--- src/rtl/fast_frame_sequencer.sv ---
// Frame-level controller for the FAST_with_NMS corner pipeline: streams one frame from the
// frame buffer into the pipeline, drains it, and forwards detected corners on a valid/ready port.
module fast_frame_sequencer #(
  parameter int IMG_COL     = 640,
  parameter int IMG_ROW     = 480,
  parameter int PIXEL_WIDTH = 8,
  parameter int ADDR_WIDTH  = 19,
  parameter int COORD_WIDTH = 10,
  parameter int CNT_WIDTH   = 16,
  parameter int HBLANK      = 0,
  parameter int DRAIN_MAX   = 4096
) (
  input  logic                   clk,
  input  logic                   rst_n,
  input  logic                   start,
  input  logic                   abort,
  output logic                   busy,
  output logic                   done,
  output logic                   timeout,
  output logic                   mem_rd_en,
  output logic [ADDR_WIDTH-1:0]  mem_rd_addr,
  input  logic [PIXEL_WIDTH-1:0] mem_rd_data,
  output logic                   fast_ce,
  output logic [PIXEL_WIDTH-1:0] fast_data,
  input  logic                   fast_iscorner,
  input  logic [COORD_WIDTH-1:0] fast_x,
  input  logic [COORD_WIDTH-1:0] fast_y,
  output logic                   corner_valid,
  output logic [COORD_WIDTH-1:0] corner_x,
  output logic [COORD_WIDTH-1:0] corner_y,
  input  logic                   corner_ready,
  output logic [CNT_WIDTH-1:0]   corner_count,
  output logic [CNT_WIDTH-1:0]   drop_count
);

  localparam int COL_W = (IMG_COL   > 1) ? $clog2(IMG_COL)   : 1;
  localparam int ROW_W = (IMG_ROW   > 1) ? $clog2(IMG_ROW)   : 1;
  localparam int BLK_W = (HBLANK    > 1) ? $clog2(HBLANK)    : 1;
  localparam int DRN_W = (DRAIN_MAX > 1) ? $clog2(DRAIN_MAX) : 1;

  typedef enum logic [2:0] {
    S_IDLE,
    S_FETCH,
    S_HBLANK,
    S_DRAIN,
    S_DONE
  } state_e;

  state_e                 state_q;
  logic [COL_W-1:0]       col_q;
  logic [ROW_W-1:0]       row_q;
  logic [ADDR_WIDTH-1:0]  addr_q;
  logic [BLK_W-1:0]       blank_cnt_q;
  logic [DRN_W-1:0]       drain_cnt_q;
  logic                   rd_en_q;
  logic                   ce_q;
  logic                   busy_q;
  logic                   done_q;
  logic                   timeout_q;
  logic                   corner_valid_q;
  logic [COORD_WIDTH-1:0] corner_x_q;
  logic [COORD_WIDTH-1:0] corner_y_q;
  logic [CNT_WIDTH-1:0]   corner_count_q;
  logic [CNT_WIDTH-1:0]   drop_count_q;

  logic last_col;
  logic last_row;
  logic last_coord;
  logic start_frame;
  logic in_frame;
  logic sample_corner;
  logic accept;
  logic load_corner;

  assign last_col      = (col_q == COL_W'(IMG_COL - 1));
  assign last_row      = (row_q == ROW_W'(IMG_ROW - 1));
  assign last_coord    = (fast_x == COORD_WIDTH'(IMG_COL - 1)) &&
                         (fast_y == COORD_WIDTH'(IMG_ROW - 1));
  assign start_frame   = (state_q == S_IDLE) && start;
  assign in_frame      = (state_q == S_FETCH) || (state_q == S_HBLANK) || (state_q == S_DRAIN);
  assign sample_corner = in_frame && fast_iscorner;
  assign accept        = corner_valid_q && corner_ready;
  // A new corner may only overwrite the holding register when it is empty or being accepted.
  assign load_corner   = sample_corner && (!corner_valid_q || corner_ready);

  // NOTE: every register below is updated with <= so all flops see pre-edge values;
  // a blocking = here would let later statements read already-updated state.
  always_ff @(posedge clk or negedge rst_n) begin
    if (!rst_n) begin
      // NOTE: only control/datapath registers need reset; there is no storage array here.
      state_q     <= S_IDLE;
      col_q       <= '0;
      row_q       <= '0;
      addr_q      <= '0;
      blank_cnt_q <= '0;
      drain_cnt_q <= '0;
      rd_en_q     <= 1'b0;
      ce_q        <= 1'b0;
      busy_q      <= 1'b0;
      done_q      <= 1'b0;
      timeout_q   <= 1'b0;
    end else if (abort) begin
      state_q <= S_IDLE;
      rd_en_q <= 1'b0;
      ce_q    <= 1'b0;
      busy_q  <= 1'b0;
      done_q  <= 1'b0;
    end else begin
      ce_q   <= rd_en_q;
      done_q <= 1'b0;
      case (state_q)
        S_IDLE: begin
          if (start) begin
            state_q   <= S_FETCH;
            rd_en_q   <= 1'b1;
            busy_q    <= 1'b1;
            addr_q    <= '0;
            row_q     <= '0;
            col_q     <= '0;
            timeout_q <= 1'b0;
          end
        end
        S_FETCH: begin
          addr_q <= addr_q + ADDR_WIDTH'(1);
          if (last_col) begin
            col_q <= '0;
            if (last_row) begin
              state_q     <= S_DRAIN;
              rd_en_q     <= 1'b0;
              drain_cnt_q <= '0;
            end else begin
              row_q <= row_q + ROW_W'(1);
              if (HBLANK > 0) begin
                state_q     <= S_HBLANK;
                rd_en_q     <= 1'b0;
                blank_cnt_q <= '0;
              end
            end
          end else begin
            col_q <= col_q + COL_W'(1);
          end
        end
        S_HBLANK: begin
          if (blank_cnt_q == BLK_W'(HBLANK - 1)) begin
            state_q <= S_FETCH;
            rd_en_q <= 1'b1;
          end else begin
            blank_cnt_q <= blank_cnt_q + BLK_W'(1);
          end
        end
        S_DRAIN: begin
          if (last_coord) begin
            state_q <= S_DONE;
            busy_q  <= 1'b0;
            done_q  <= 1'b1;
          end else if (drain_cnt_q == DRN_W'(DRAIN_MAX - 1)) begin
            state_q   <= S_DONE;
            busy_q    <= 1'b0;
            done_q    <= 1'b1;
            timeout_q <= 1'b1;
          end else begin
            drain_cnt_q <= drain_cnt_q + DRN_W'(1);
          end
        end
        S_DONE:  state_q <= S_IDLE;
        default: state_q <= S_IDLE;
      endcase
    end
  end

  // Corner holding register and per-frame saturating counters.
  always_ff @(posedge clk or negedge rst_n) begin
    if (!rst_n) begin
      corner_valid_q <= 1'b0;
      corner_x_q     <= '0;
      corner_y_q     <= '0;
      corner_count_q <= '0;
      drop_count_q   <= '0;
    end else if (abort) begin
      corner_valid_q <= 1'b0;
    end else begin
      if (load_corner) begin
        corner_valid_q <= 1'b1;
        corner_x_q     <= fast_x;
        corner_y_q     <= fast_y;
      end else if (accept) begin
        corner_valid_q <= 1'b0;
      end

      if (start_frame) begin
        corner_count_q <= '0;
        drop_count_q   <= '0;
      end else if (sample_corner) begin
        if (corner_count_q != '1) corner_count_q <= corner_count_q + CNT_WIDTH'(1);
        if (!load_corner && drop_count_q != '1) drop_count_q <= drop_count_q + CNT_WIDTH'(1);
      end
    end
  end

  assign busy         = busy_q;
  assign done         = done_q;
  assign timeout      = timeout_q;
  assign mem_rd_en    = rd_en_q;
  assign mem_rd_addr  = addr_q;
  // The first DRAIN cycle still carries the last pixel, so only zero the data once ce_q drops.
  assign fast_ce      = ce_q || (state_q == S_DRAIN);
  assign fast_data    = ((state_q == S_DRAIN) && !ce_q) ? '0 : mem_rd_data;
  assign corner_valid = corner_valid_q;
  assign corner_x     = corner_x_q;
  assign corner_y     = corner_y_q;
  assign corner_count = corner_count_q;
  assign drop_count   = drop_count_q;

endmodule
--- config.mk ---
export PLATFORM = sky130hd
export DESIGN_NAME = fast_frame_sequencer
export DESIGN_NICKNAME = d
export VERILOG_FILES = /design/src/rtl/fast_frame_sequencer.sv
export SDC_FILE = /design/constraint.sdc
export NUM_CORES = 1
export LEC_CHECK = 0
export CAP_MARGIN = 25
export CORE_MARGIN = 2
export CORE_UTILIZATION = 54
export CTS_CLUSTER_DIAMETER = 80
export DETAILED_ROUTE_END_ITERATION = 16
export HOLD_SLACK_MARGIN = 0.15
export PLACE_DENSITY = 0.83
export SYNTH_ARGS = -nofsm -noshare
export SYNTH_HDL_FRONTEND = slang
export SYNTH_SLANG_ARGS = --single-unit
--- constraint.sdc ---
create_clock -name clk -period 4.8 [get_ports clk]
set_input_delay 0.48 -clock clk [delete_from_list [all_inputs] [get_ports clk]]
set_output_delay 0.48 -clock clk [all_outputs]
set_load 0.02 [all_outputs]
==> impl_results.md <==
- DRC: 0
- Effective utilization at floorplan: 0.550
- Synth cell types: 65
- Sum of negative setup slack: 0 ps
- Crit start category: flip-flop
- Gr ovfl total: 0
- Rows: 38
- DRT Pass-1 Iters: 5
- Die Height: 109 µm
- Crit Path Category: flip-flop to output port
- Clock Tree Buf Depth: 2
- Slew HR: 0.410
- Share of cells above drive strength 1: 0.0894
- Iter 0 DRT Violations: 394
- Max IR drop VDD: 0.000189 V
- Crit-path max FO: 14
- Period utilization: 0.665
- Post-Synthesis Cells: 623
- Top_reg_cell synth: dfrtp_1
- Synth async-reset ratio: 1.00
- Total GRT Usage: 0.252
- DIE AREA: 11800 µm²
- Metal2 WL: 7.34 mm
- Fillers: 845
- Ranking of synthesized cells by area: dfrtp_1, nand2_1, mux2_2
- Final hold violation count: 0
- Most frequent CP cell: nor2b_1
- Multiplexer area fraction after synthesis: 0.0447
- Vias per inst: 6.15
- Final WL: 14.8 mm
- Clock Sinks: 112
- Place WS: 1540 ps
- Area share of xor/xnor cells in the synthesized design: 0.0266
- Gpl congestion: 0.865
- Final setup violation count: 0
- Synth Area in Simple Gates: 0.267
- Max Freq: 0.313 GHz
- IO Count: 119
- Cts bufs inserted: 9
- Main combinational cell family by area after synthesis: simple AND/OR/NAND/NOR gates
- Final Max Tran Viols: 0
- Skew-Pair Late Insertion Delay: 380 ps
- Routed len/inst: 16.9 µm
- Complex-gate fraction of the synthesized area: 0.151
- Via count: 5401
- Seq/Total Area, Yosys: 0.472
- Nets: 773
- Synth Area in Adders: 0.0127
- Ys Warns: 0
- Synthesized Nets: 663
- Mapped Area: 5930 µm²
- CTS tree: done
- Final WS setup: 1610 ps
- Worst EP arrival: 2710 ps
- Clock skew: 15.1 ps
- Power per cell area: 290 nW/µm²
- Synth top area share: 0.472
- # diodes: 0
- Met3 WL: 901 µm
- RSZ-0062 raised after global routing: false
- Port bufs: 118
- Clk slew on worst S/H paths: 110 ps
- Max_cap viols: 0
- Number of global-route vias before repair: 4906
- Max stage delay on crit path: 570 ps
- Leakage power: 0.00308 µW
- Wire length on met1: 6.26 mm
- Die W: 109 µm
- H-tree depth: 3
- Dpl hpwl: 10.6 mm
- Status: finished, final reports clean
- Seq cells post-synth: 112
- Hold_buf cts: 0
- Synth area leader: dfrtp_1
- Antenna violations before repair: 0
- Worst-Margin Slew: 883 ps
- Crit path cell chain: nor2b_1, nand2_1, nor2_1, nor2b_1, clkdlybuf4s50_1
- Post-CTS setup buffers: 0
- Antenna-violating nets left: 0
- Layout area overhead: 25.8%
- Slowest CP cell: dfrtp_1
- Worst hold-check path type: input pin to asynchronous set/reset pin
- Crit path time final: 3190 ps
- Post-CTS sizing: 0
- Largest net degree at the start of global routing: 78
- Core ar.: 10800 µm²
- Worst EP required: 4320 ps
- CTS Root Cell: clkbuf_8
- Top layer in use: met4
- CP endpoint kind: output port
- Syn_area_per_cell: 9.53 µm²
- First-pass GRT wire length: 23.7 mm
- EDFF count, synth: 0
## cells by family after synthesis
family	count (synthesis)
AND/OR/NAND/NOR	293
AO/OA/AOI/OAI	132
flip-flops	112
buffers and inverters	38
multiplexers	24
XOR/XNOR	18
adder cells (fa/ha/maj)	6
## power by group
group          leakage, µW  switching, µW  internal (µW)
clock             0.000105            334            263
sequential         0.00147           75.1           1020
combinational      0.00150            246            232
total              0.00308            655           1510
## routing by layer
layer | global-route usage | vias to the layer above
met1 | 0.337 | 2646
met3 | 0.0436 | 28
met5 | 0 | -
met2 | 0.418 | 191
li1 | - | 2536
met4 | 0.0842 | 0
## per-stage QoR
step                utilization  power (µW)  instances  cell area, µm²  hold WS [ps]
floorplan                     -        1340        623            5930           184
global placement          0.668        1560        859            7210           472
detailed placement        0.668        1580        859            7210           470
CTS                       0.688        2170        875            7420           260
global route              0.692        2260        878            7470           426
finish                    0.692        2170        878            7470           427
## worst max-delay path, delay by kind of cell (launching register included)
family	cells	cell delay, ps
simple gates	4	1190
flops	1	570
buf+inv	1	560
## path summary, 6_finish.rpt
check	endpoint	startpoint	cells past startpoint	slack, ps
setup / recovery	fast_data[5]	state_q[0]	5	1610
hold / removal	corner_x[1]	rst_n	2	430
setup reg to reg	corner_count[6]	state_q[1]	5	2020
hold reg to reg	timeout	timeout	2	490
max in group asynchronous	drain_cnt_q[4]	rst_n	4	3280
min in group clk	timeout	timeout	2	490
## flip-flops by register name (all words and copies together) (netlist names), 9 cells and up
| signal | count |
|---|---|
| drain_cnt_q | 12 |
| mem_rd_addr | 19 |
| corner_x | 10 |
| col_q | 10 |
| drop_count | 16 |
| corner_count | 16 |
| row_q | 9 |
| corner_y | 10 |
## placed cells by master (no fill, tap or decap), types with 3 or more instances in the layout
cell / instances
inv_1: 12
nand3b_1: 3
a31oi_1: 3
nor2b_1: 12
nand2b_1: 4
clkbuf_8: 10
and4_1: 7
a21oi_1: 27
nand3_1: 43
a211o_1: 3
or2_2: 6
nand4_1: 15
mux2i_1: 4
nor2_1: 39
dfrtp_1: 112
o31ai_1: 11
or4_1: 16
clkdlybuf4s50_1: 117
buf_4: 6
or3_1: 7
and2_1: 8
nor4b_1: 3
o21ai_0: 33
nand2_1: 69
nor4_1: 8
ha_1: 6
a211oi_1: 4
a211o_2: 7
o211a_1: 5
xor2_1: 5
nor3_1: 22
mux2_2: 20
o211ai_1: 11
nand4b_1: 4
a21o_1: 6
xnor2_1: 13
and3_1: 15
## cells in the mapped netlist (all sizes together), types with 2 or more instances
cell    instances
a21oi          27
nor2           39
nand4          15
a22o            2
a211o          10
a221o           2
xor2            5
o22a            2
o22ai           2
mux2           20
xnor2          13
o21bai          2
buf             5
nand2          69
or3             8
ha              6
nand2b          4
nor4            9
clkbuf         21
o211ai         11
o31ai          11
a21o            6
nor4b           3
a31oi           3
nand4b          4
nor3           22
and4            7
nand3          43
or3b            2
or4b            2
o211a           5
a211oi          4
dfrtp         112
or4            17
o41ai           2
inv            12
or2             7
and3           15
nor2b          12
o21ai          34
nand3b          3
and2           10
nor3b           2
mux2i           4
## area by class of cell
| class | count | area [µm²] | area share |
|---|---|---|---|
| inverters | 12 | 45.0 | 0.00603 |
| clock inverters | 6 | 75.1 | 0.0101 |
| clock buffers | 10 | 138 | 0.0184 |
| flip-flops and latches | 112 | 2800 | 0.375 |
| repair buffers | 125 | 1250 | 0.168 |
| multi-input cells | 473 | 2980 | 0.399 |
| well taps | 140 | 175 | 0.0235 |
Note: power is estimated with default switching activity, not from simulation.
